**src/rtl/common_pkg.sv**
```systemverilog
// Shared types and constants for the boot-time program loader.
package common_pkg;

  typedef enum logic [2:0] {
    WAIT_SYNC,
    LEN,
    DATA,
    CSUM,
    RUN,
    ERROR
  } loader_state_e;

  typedef enum logic [1:0] {
    RX_IDLE,
    RX_START,
    RX_DATA,
    RX_STOP
  } uart_state_e;

  localparam logic [7:0] LOADER_SYNC_BYTE = 8'hA5;

endpackage

```
**src/rtl/uart_rx.sv**
```systemverilog
// 8N1 UART receiver: mid-bit sampling, 2-flop input synchroniser, one-cycle rx_valid pulse.
// A byte with a low stop bit is dropped without any indication.
module uart_rx
  import common_pkg::*;
#(
  parameter int CLK_FREQ = 100_000_000,
  parameter int BAUD     = 115_200
) (
  input  logic        clk,
  input  logic        rst,
  input  logic        rx_serial,
  output logic [7:0]  rx_data,
  output logic        rx_valid,
  output uart_state_e rx_state
);

  localparam int CPB  = CLK_FREQ / BAUD;
  localparam int HALF = CPB / 2;
  localparam int CW   = $clog2(CPB + 1);

  logic          rx_meta, rx_s;
  logic [CW-1:0] cnt;
  logic [2:0]    bit_idx;
  logic [7:0]    shreg;
  logic          tick;
  uart_state_e   state, next;

  assign rx_state = state;
  assign tick     = (cnt == CW'(CPB - 1));

  always_ff @(posedge clk) begin
    if (rst) begin
      rx_meta <= 1'b1;
      rx_s    <= 1'b1;
    end else begin
      rx_meta <= rx_serial;
      rx_s    <= rx_meta;
    end
  end

  always_ff @(posedge clk) begin
    if (rst) state <= RX_IDLE;
    else     state <= next;
  end

  // Start bit is re-checked at its midpoint so a glitch does not start a byte.
  always_comb begin
    next = state;
    case (state)
      RX_IDLE:  if (!rx_s) next = RX_START;
      RX_START: if (cnt == CW'(HALF - 1)) next = rx_s ? RX_IDLE : RX_DATA;
      RX_DATA:  if (tick && bit_idx == 3'd7) next = RX_STOP;
      RX_STOP:  if (tick) next = RX_IDLE;
      default:  next = RX_IDLE;
    endcase
  end

  always_ff @(posedge clk) begin
    if (rst) begin
      cnt      <= '0;
      bit_idx  <= '0;
      shreg    <= '0;
      rx_data  <= '0;
      rx_valid <= 1'b0;
    end else begin
      rx_valid <= 1'b0;
      case (state)
        RX_IDLE: begin
          cnt     <= '0;
          bit_idx <= '0;
        end
        RX_START: cnt <= (cnt == CW'(HALF - 1)) ? '0 : cnt + 1'b1;
        RX_DATA: begin
          if (tick) begin
            cnt     <= '0;
            shreg   <= {rx_s, shreg[7:1]};
            bit_idx <= bit_idx + 1'b1;
          end else begin
            cnt <= cnt + 1'b1;
          end
        end
        RX_STOP: begin
          if (tick) begin
            cnt <= '0;
            if (rx_s) begin
              rx_valid <= 1'b1;
              rx_data  <= shreg;
            end
          end else begin
            cnt <= cnt + 1'b1;
          end
        end
        default: cnt <= '0;
      endcase
    end
  end

endmodule

```
**src/rtl/program_loader.sv**
```systemverilog
// Boot loader: receives SYNC|LEN|words over UART, writes instruction memory, holds the core
// in reset until a full image is loaded. Define LOADER_CHECKSUM_EN to require a trailing XOR byte.
module program_loader
  import common_pkg::*;
#(
  parameter int CLK_FREQ       = 100_000_000,
  parameter int BAUD           = 115_200,
  parameter int MAX_WORDS      = 1024,
  parameter int TIMEOUT_CYCLES = 10_000_000
) (
  input  logic          clk,
  input  logic          rst,
  input  logic          rx_serial,
  output logic          imem_we,
  output logic [31:0]   imem_addr,
  output logic [31:0]   imem_wdata,
  output logic          core_rst,
  output logic          load_done,
  output logic          load_error,
  output logic [15:0]   words_loaded,
  output loader_state_e state,
  output uart_state_e   rx_state
);

  localparam int TW = $clog2(TIMEOUT_CYCLES + 1);
`ifdef LOADER_CHECKSUM_EN
  localparam loader_state_e AFTER_DATA = CSUM;
`else
  localparam loader_state_e AFTER_DATA = RUN;
`endif

  logic [7:0]    rx_data;
  logic          rx_valid;
  loader_state_e next;
  logic [1:0]    byte_cnt;
  logic [23:0]   len_buf, word_buf;
  logic [15:0]   len_words;
  logic [TW-1:0] tcnt;
  logic [31:0]   len_full;
  logic          in_frame, is_sync, last_byte, timeout;
`ifdef LOADER_CHECKSUM_EN
  logic [7:0]    csum;
`endif

  uart_rx #(.CLK_FREQ(CLK_FREQ), .BAUD(BAUD)) u_rx (
    .clk      (clk),
    .rst      (rst),
    .rx_serial(rx_serial),
    .rx_data  (rx_data),
    .rx_valid (rx_valid),
    .rx_state (rx_state)
  );

  assign core_rst   = (state != RUN);
  assign load_done  = (state == RUN);
  assign load_error = (state == ERROR);

  assign in_frame  = (state == LEN) || (state == DATA) || (state == CSUM);
  assign is_sync   = rx_valid && (rx_data == LOADER_SYNC_BYTE);
  assign last_byte = rx_valid && (byte_cnt == 2'd3);
  assign len_full  = {rx_data, len_buf};
  // A byte arriving in the expiring cycle takes precedence over the timeout.
  assign timeout   = in_frame && !rx_valid && (tcnt == TW'(TIMEOUT_CYCLES - 1));

  always_ff @(posedge clk) begin
    if (rst) state <= WAIT_SYNC;
    else     state <= next;
  end

  always_comb begin
    next = state;
    case (state)
      WAIT_SYNC, RUN, ERROR: if (is_sync) next = LEN;
      LEN: begin
        if (last_byte) begin
          if (len_full > 32'(MAX_WORDS)) next = ERROR;
          else if (len_full == 32'd0)    next = AFTER_DATA;
          else                           next = DATA;
        end else if (timeout) begin
          next = ERROR;
        end
      end
      DATA: begin
        if (last_byte) begin
          if (words_loaded + 16'd1 == len_words) next = AFTER_DATA;
        end else if (timeout) begin
          next = ERROR;
        end
      end
`ifdef LOADER_CHECKSUM_EN
      CSUM: begin
        if (rx_valid)     next = (rx_data == csum) ? RUN : ERROR;
        else if (timeout) next = ERROR;
      end
`endif
      default: next = WAIT_SYNC;
    endcase
  end

  always_ff @(posedge clk) begin
    if (rst) begin
      imem_we      <= 1'b0;
      imem_addr    <= '0;
      imem_wdata   <= '0;
      words_loaded <= '0;
      byte_cnt     <= '0;
      len_buf      <= '0;
      word_buf     <= '0;
      len_words    <= '0;
      tcnt         <= '0;
`ifdef LOADER_CHECKSUM_EN
      csum         <= '0;
`endif
    end else begin
      imem_we <= 1'b0;
      tcnt    <= (in_frame && !rx_valid) ? tcnt + 1'b1 : '0;
      case (state)
        WAIT_SYNC, RUN, ERROR: begin
          if (is_sync) begin
            byte_cnt     <= '0;
            words_loaded <= '0;
            len_buf      <= '0;
`ifdef LOADER_CHECKSUM_EN
            csum         <= '0;
`endif
          end
        end
        LEN: begin
          if (rx_valid) begin
            byte_cnt <= byte_cnt + 1'b1;
            if (byte_cnt == 2'd3) len_words <= len_full[15:0];
            else                  len_buf[{byte_cnt, 3'b000} +: 8] <= rx_data;
          end
        end
        DATA: begin
          if (rx_valid) begin
            byte_cnt <= byte_cnt + 1'b1;
`ifdef LOADER_CHECKSUM_EN
            csum     <= csum ^ rx_data;
`endif
            if (byte_cnt == 2'd3) begin
              imem_we      <= 1'b1;
              imem_addr    <= {14'd0, words_loaded, 2'b00};
              imem_wdata   <= {rx_data, word_buf};
              words_loaded <= words_loaded + 16'd1;
            end else begin
              word_buf[{byte_cnt, 3'b000} +: 8] <= rx_data;
            end
          end
        end
        default: ;
      endcase
    end
  end

endmodule

```
**config.mk**
```make
export PLATFORM = sky130hd
export DESIGN_NAME = program_loader
export DESIGN_NICKNAME = d
export VERILOG_FILES = /design/src/rtl/common_pkg.sv /design/src/rtl/uart_rx.sv /design/src/rtl/program_loader.sv
export SDC_FILE = /design/constraint.sdc
export NUM_CORES = 1
export LEC_CHECK = 0
export CORE_MARGIN = 8
export CORE_UTILIZATION = 56
export DETAILED_ROUTE_END_ITERATION = 10
export PLACE_DENSITY_LB_ADDON = 0.08
export REMOVE_ABC_BUFFERS = 1
export SLEW_MARGIN = 30
export SYNTH_ARGS = -nofsm -noshare
export SYNTH_HDL_FRONTEND = slang
export SYNTH_SLANG_ARGS = --single-unit
export TNS_END_PERCENT = 10
```
**constraint.sdc**
```tcl
create_clock -name clk -period 2.7 [get_ports clk]
set_input_delay 0.54 -clock clk [delete_from_list [all_inputs] [get_ports clk]]
set_output_delay 0.54 -clock clk [all_outputs]
set_load 0.01 [all_outputs]
```
=== After elaboration in Yosys (flattened, before gate mapping) ===
Cells that the tools add are included.

* Input port bits: 3
* Word-level logic and storage cells: 127
* Output and inout bits: 89
* Register bits: 192

* Magnitude comparators: 1
* Bitwise operators: 6
* Multiplexer cells: 34
* Add/sub/neg operators: 6
* Equal/unequal tests: 28
* Reduce and logical (&&, ||, !) cells: 32
* Shift-type cells: 2

{| class="wikitable"
|+ Operator list
! operator !! count
|-
| 2-to-1 mux 24 bit || 3
|-
| bitwise mux 24 bit || 2
|-
| 2-to-1 mux 16 bit || 3
|-
| one-hot mux 24 bit (2 select lines) || 1
|-
| > comparator 32 x 11 -> 1 bit (second input constant) || 1
|-
| logical NOT 32 bit || 1
|-
| one-hot mux 16 bit (2 select lines) || 1
|-
| one-hot mux 10 bit (3 select lines) || 1
|-
| adder 24 x 1 -> 24 bit (second input constant) || 1
|-
| equality test 24 bit (second input constant) || 1
|-
| 2-to-1 mux 3 bit || 8
|-
| variable shift 8 x 7 -> 24 bit (first input constant) || 1
|-
| variable part select 8 x 7 -> 24 bit || 1
|-
| 2-to-1 mux 10 bit || 2
|-
| adder 16 x 1 -> 16 bit (second input constant) || 1
|-
| equality test 16 bit || 1
|-
| != test 2 x 1 -> 1 bit (second input constant) || 8
|-
| AND reduction 3 bit || 5
|-
| 2-to-1 mux 2 bit || 7
|-
| AND reduction 4 bit || 3
|-
| adder 10 x 1 -> 10 bit (second input constant) || 1
|-
| equality test 10 bit (second input constant) || 1
|-
| equality test 10 x 9 -> 1 bit (second input constant) || 1
|-
| equality test 3 bit (second input constant) || 3
|-
| other kinds (26) || 51
|}

=== Logic depth before layout (Yosys ltp) ===
* Depth after elaboration: 8
* Depth in mapped cells: 9
* Mapped depth without buffers: 8

=== Hierarchy ===
Synthesis repeated with hierarchy kept, for this count alone.

* Cell total of the unflattened synthesis: 1015
* Area total of the unflattened synthesis: 8544.4 sq um

{| class="wikitable"
|+ Modules (own cells, without submodules)
! module !! instances !! cells an instance !! seq. area each (sq um) !! area an instance (sq um)
|-
| program_loader || 1 || 863 || 3163.0 || 7083.0
|-
| uart_rx || 1 || 152 || 680.7 || 1461.4
|}

=== Worst setup path after synthesis ===
No wires, ideal clock.

* Kind: register to register
* Start point: reg words_loaded[1]
* End point: reg state[1]
* Clock period less this slack: 2.319 ns
* Data arrival time: 2.187 ns
* Path buffers: 0
* Data required time: 2.568 ns
* Setup time: 0.132 ns
* Stages on the path, launching flop included: 9
* Path slack: 0.381 ns
* Path through: dfxtp_1 > ha_1 > nand3_1 > or4_4 > xnor2_1 > nand4_1 > nor4_1 > a31o_2 > a21oi_1

* Longest elaborated chain between the ends: 4

{| class="wikitable"
|+ RTL lines
! item !! RTL line !! text
|-
| from (decl) || program_loader.sv:20 || <nowiki>output logic [15:0] words_loaded,</nowiki>
|-
| from (signal assigned) || program_loader.sv:145 || <nowiki>words_loaded <= words_loaded + 16'd1;</nowiki>
|-
| adder 16 x 1 -> 16 bit || program_loader.sv:85 || <nowiki>if (words_loaded + 16'd1 == len_words) next = AFTER_DATA;</nowiki>
|-
| equality test 16 bit || program_loader.sv:85 ||
|-
| != test 3 x 2 -> 1 bit (no source line) || - ||
|-
| AND reduction 2 bit (no source line) || - ||
|-
| to (signal assigned) || program_loader.sv:67 || <nowiki>else state <= next;</nowiki>
|-
| to (decl) || program_loader.sv:21 || <nowiki>output loader_state_e state,</nowiki>
|}

No other way between the ends.
A chain may end at the register's enable or synchronous reset.

=== Final worst setup path ===
* Start point: reg state[2]
* End point: out load_done

* Longest elaborated chain between the ends: 1

{| class="wikitable"
|+ RTL lines
! item !! RTL line !! text
|-
| equality test 3 bit || program_loader.sv:55 || <nowiki>assign load_done = (state == RUN);</nowiki>
|-
| to (decl) || program_loader.sv:18 || <nowiki>output logic load_done,</nowiki>
|}

No other way between the ends.

==> out/metrics.yaml <==
outcome: "completed"
hold_path.class: "flip-flop to flip-flop"
critical_path.max_fanout: 7
floorplan.initialDensity: 0.568
reported_max_cap_violation_count: 0
cts_tree: "done"
io_buffers: 75
detailed_route_via_count: 6924
drt_total_wl_um: 18300
holdWs_ns: 0.419
number_of_enable_type_register_cells_in_the_synthesized_netlist: 0
rsz0062_at_grt: "false"
power.density_nw_per_um2: 560
synth_area_leader_cell: "sky130_fd_sc_hd__dfxtp_1"
mapped_area_um2: 8190
layout.area.seq_um2: 3840
critical_path_required_ns: 2.16
clkSinkCount: 192
final.setup.tns_ns: 0
drc: 0
total_power_mw: 5.42
via_per_inst: 5.46
htree_levels: 4
yosys-top-cells-area: "sky130_fd_sc_hd__dfxtp_1, sky130_fd_sc_hd__nand2_1, sky130_fd_sc_hd__a21oi_1"
number_of_global_route_vias_before_repair: 6409
std_cell_rows: 44
synth-async-reset-ratio: 0
synthesis.yosys.warnings: 0
synth.yosys.seq_area_share: 0.469
grt_first_pass_wirelength_um: 30400
dp.cells: 1238
synth-seq-cells: 192
setup_viol: 0
hold_buffers: 0
place.gp.congestion: 0.860
r2r_worst_path_depth: 7
path_clk_slew_ns: 0.07
r2r-start: "words_loaded[3]$_SDFFE_PP0P_"
post_drt_wl_per_cell_um: 14.4
arrival_time_at_the_worst_endpoint_ns: 2.08
layout.core_utilization: 0.671
worst_hold_path.num_cells: 1
numCtsBuffers: 17
dp_hpwl_um: 12300
firstDrtPassIters: 5
placeableCoreArea_um2: 14400
max_clock_freq_ghz: 0.382
timing_worst_setup_path_type: "flip-flop to primary output"
syn-mean-instance-area_um2: 8.08
worstHoldEndpoint: "u_rx.rx_s$_SDFF_PP1_"
floorplan.die.height_um: 137
postSynth.topFlopCell: "sky130_fd_sc_hd__dfxtp_1"
rrSetupSlack_ns: 0.28
num-fill-cells: 1250
postRouteAntennaNets: 0
die_width_um: 137
grt.overflow.total: 0
maximum_number_of_buffers_from_clock_root_to_sink: 2
tightestPinTransition_ns: 0.619
ir_worst_vdd_mv: 0.467
gates_resized_cts_repair: 0
final_cells: 1269
clock_skew_ns: 0.00626
cp-startpoint: "state[2]$_SDFFE_PP0P_"
pin_count_of_the_biggest_net_entering_global_routing: 117
r2r_end: "state[2]$_SDFFE_PP0P_"
post-cts-setup-buffers: 0
min_period_ns: 2.62
syn-instance-count: 1013
fin_nets: 1086
worst_hold_startpoint: "u_rx.rx_meta$_SDFF_PP1_"
p_leak_nw: 3.31
insertedDiodeCount: 0
synth.lib_cells_used.distinct: 54
worst_skew_pair_later_pin_latency_ns: 0.43
timing_max_transition_violations_final: 0
final.period_utilization: 0.969
critical_path.endpoint_type: "primary output"
die_area_um2: 18700
ctsRootBufferMaster: "sky130_fd_sc_hd__clkbuf_16"
multiInputGateArea_um2: 3980
relSlewSlack: 0.584
synthToLayoutAreaGrowth_pct: 18.2
final-hold-violation-count: 0
share_of_post_route_cells_with_drive_strength_above_1: 0.0673
grt.total_usage: 0.197
num_io_pins: 92
first_iter_violations: 407
number_of_antenna_violations_at_the_first_check_in_global_routing: 0
post-synth-top-area-fraction: 0.469
crit_path_start_kind: "flip-flop"
[stage by stage]
step / cell area [µm²] / worst slack [ns]
final: 9680 / 0.0825
after global routing: 9680 / 0.00640
after CTS: 9680 / 0.0657
after detailed placement: 9100 / 0.328
after global placement: 9100 / 0.347
after floorplan: 7880 / -0.444
[power breakdown]
part           total [mW]  switching, mW  internal (mW)  leakage (nW)
Combinational       0.133          0.101         0.0319          1.49
Sequential           2.84        0.00842           2.84          1.55
Clock                2.45           1.14           1.30         0.275
Total                5.42           1.25           4.17          3.31
[cells by family after synthesis]
family / share of synthesized area
AOI/OAI and AO/OA: 0.131
xor gates and xnor gates: 0.0503
adders and majority gates: 0.0153
buffers and inverters: 0.0524
DFF: 0.469
muxes: 0.0244
other: 0.000458
and+or+nand+nor: 0.257
[worst max-delay path, stage by stage (launching register included)]
cell	delay (ns)
sky130_fd_sc_hd__dfxtp_1	0.43
sky130_fd_sc_hd__inv_1	0.16
sky130_fd_sc_hd__or3_1	0.44
sky130_fd_sc_hd__inv_1	0.08
sky130_fd_sc_hd__clkdlybuf4s50_1	0.53
[cell usage in the layout (no fill, tap or decap), drive strengths merged, types with 17 or more instances in the layout]
master         instances
clkbuf                17
nor3                  18
o21ai                 19
dfxtp                192
a22oi                 29
inv                   24
a21oi                106
nand2                192
buf                   31
xor2                  19
mux2i                 20
xnor2                 28
nor2                 121
clkdlybuf4s50         74
nand3                 59
[cells in the mapped netlist, types with 2 or more instances]
library cell / instances
sky130_fd_sc_hd__dfxtp_1: 192
sky130_fd_sc_hd__nand2_1: 192
sky130_fd_sc_hd__nor2_1: 121
sky130_fd_sc_hd__a21oi_1: 106
sky130_fd_sc_hd__nand3_1: 58
sky130_fd_sc_hd__clkbuf_1: 54
sky130_fd_sc_hd__a22oi_1: 29
sky130_fd_sc_hd__xnor2_1: 28
sky130_fd_sc_hd__mux2i_1: 20
sky130_fd_sc_hd__xor2_1: 19
sky130_fd_sc_hd__inv_1: 17
sky130_fd_sc_hd__nor3_1: 17
sky130_fd_sc_hd__buf_4: 16
sky130_fd_sc_hd__o21ai_0: 16
sky130_fd_sc_hd__nor4_1: 15
sky130_fd_sc_hd__and3_1: 11
sky130_fd_sc_hd__ha_1: 10
sky130_fd_sc_hd__nand4_1: 9
sky130_fd_sc_hd__buf_2: 7
sky130_fd_sc_hd__or3_1: 7
sky130_fd_sc_hd__a211oi_1: 5
sky130_fd_sc_hd__and2_1: 5
sky130_fd_sc_hd__a311oi_1: 4
sky130_fd_sc_hd__nor2b_1: 4
sky130_fd_sc_hd__or2_2: 4
sky130_fd_sc_hd__a21o_1: 3
sky130_fd_sc_hd__a31oi_1: 3
sky130_fd_sc_hd__nand2b_1: 3
sky130_fd_sc_hd__nand4b_1: 3
sky130_fd_sc_hd__nor3b_1: 3
sky130_fd_sc_hd__nor4b_1: 3
sky130_fd_sc_hd__o21ai_1: 3
sky130_fd_sc_hd__a2bb2oi_1: 2
sky130_fd_sc_hd__and4_1: 2
sky130_fd_sc_hd__buf_1: 2
sky130_fd_sc_hd__o311ai_0: 2
[registers in the layout, indices dropped and copies added (netlist names), 3 cells and up, named ones only]
| register | count |
|---|---|
| u_rx.rx_data | 8 |
| imem_wdata | 32 |
| word_buf | 24 |
| imem_addr | 16 |
| u_rx.shreg | 8 |
| len_words | 16 |
| u_rx.cnt | 10 |
| words_loaded | 16 |
| tcnt | 24 |
| len_buf | 24 |
| u_rx.bit_idx | 3 |
| state | 3 |
[area by class of cell]
type                            instances  area share
Tap cell                              184      0.0238
Inverter                               17     0.00659
Clock buffer                           17      0.0440
Timing Repair Buffer                  105       0.102
Clock inverter                         14      0.0156
Sequential cell                       192       0.397
Multi-Input combinational cell        740       0.411
[layer usage]
layer / GRT usage / vias up / part of all wire
met5: 0 / - / 0
met4: 0.0658 / 0 / 0.011
met3: 0.0393 / 20 / 0.060
met2: 0.319 / 163 / 0.47
met1: 0.258 / 3198 / 0.46
li1: - / 3543 / -
[worst max-delay path by stage]
stage	to	slack [ns]	cells after the start
2_1_floorplan	words_loaded[14]$_SDFFE_PP0P_	-0.44	6
3_3_place_gp	state[1]$_SDFFE_PP0P_	0.35	7
3_5_place_dp	state[1]$_SDFFE_PP0P_	0.33	7
4_1_cts	load_done	0.07	4
5_1_grt	load_done	0.006	4
6_report	load_done	0.08	4
Note: power is estimated with default switching activity, not from simulation.
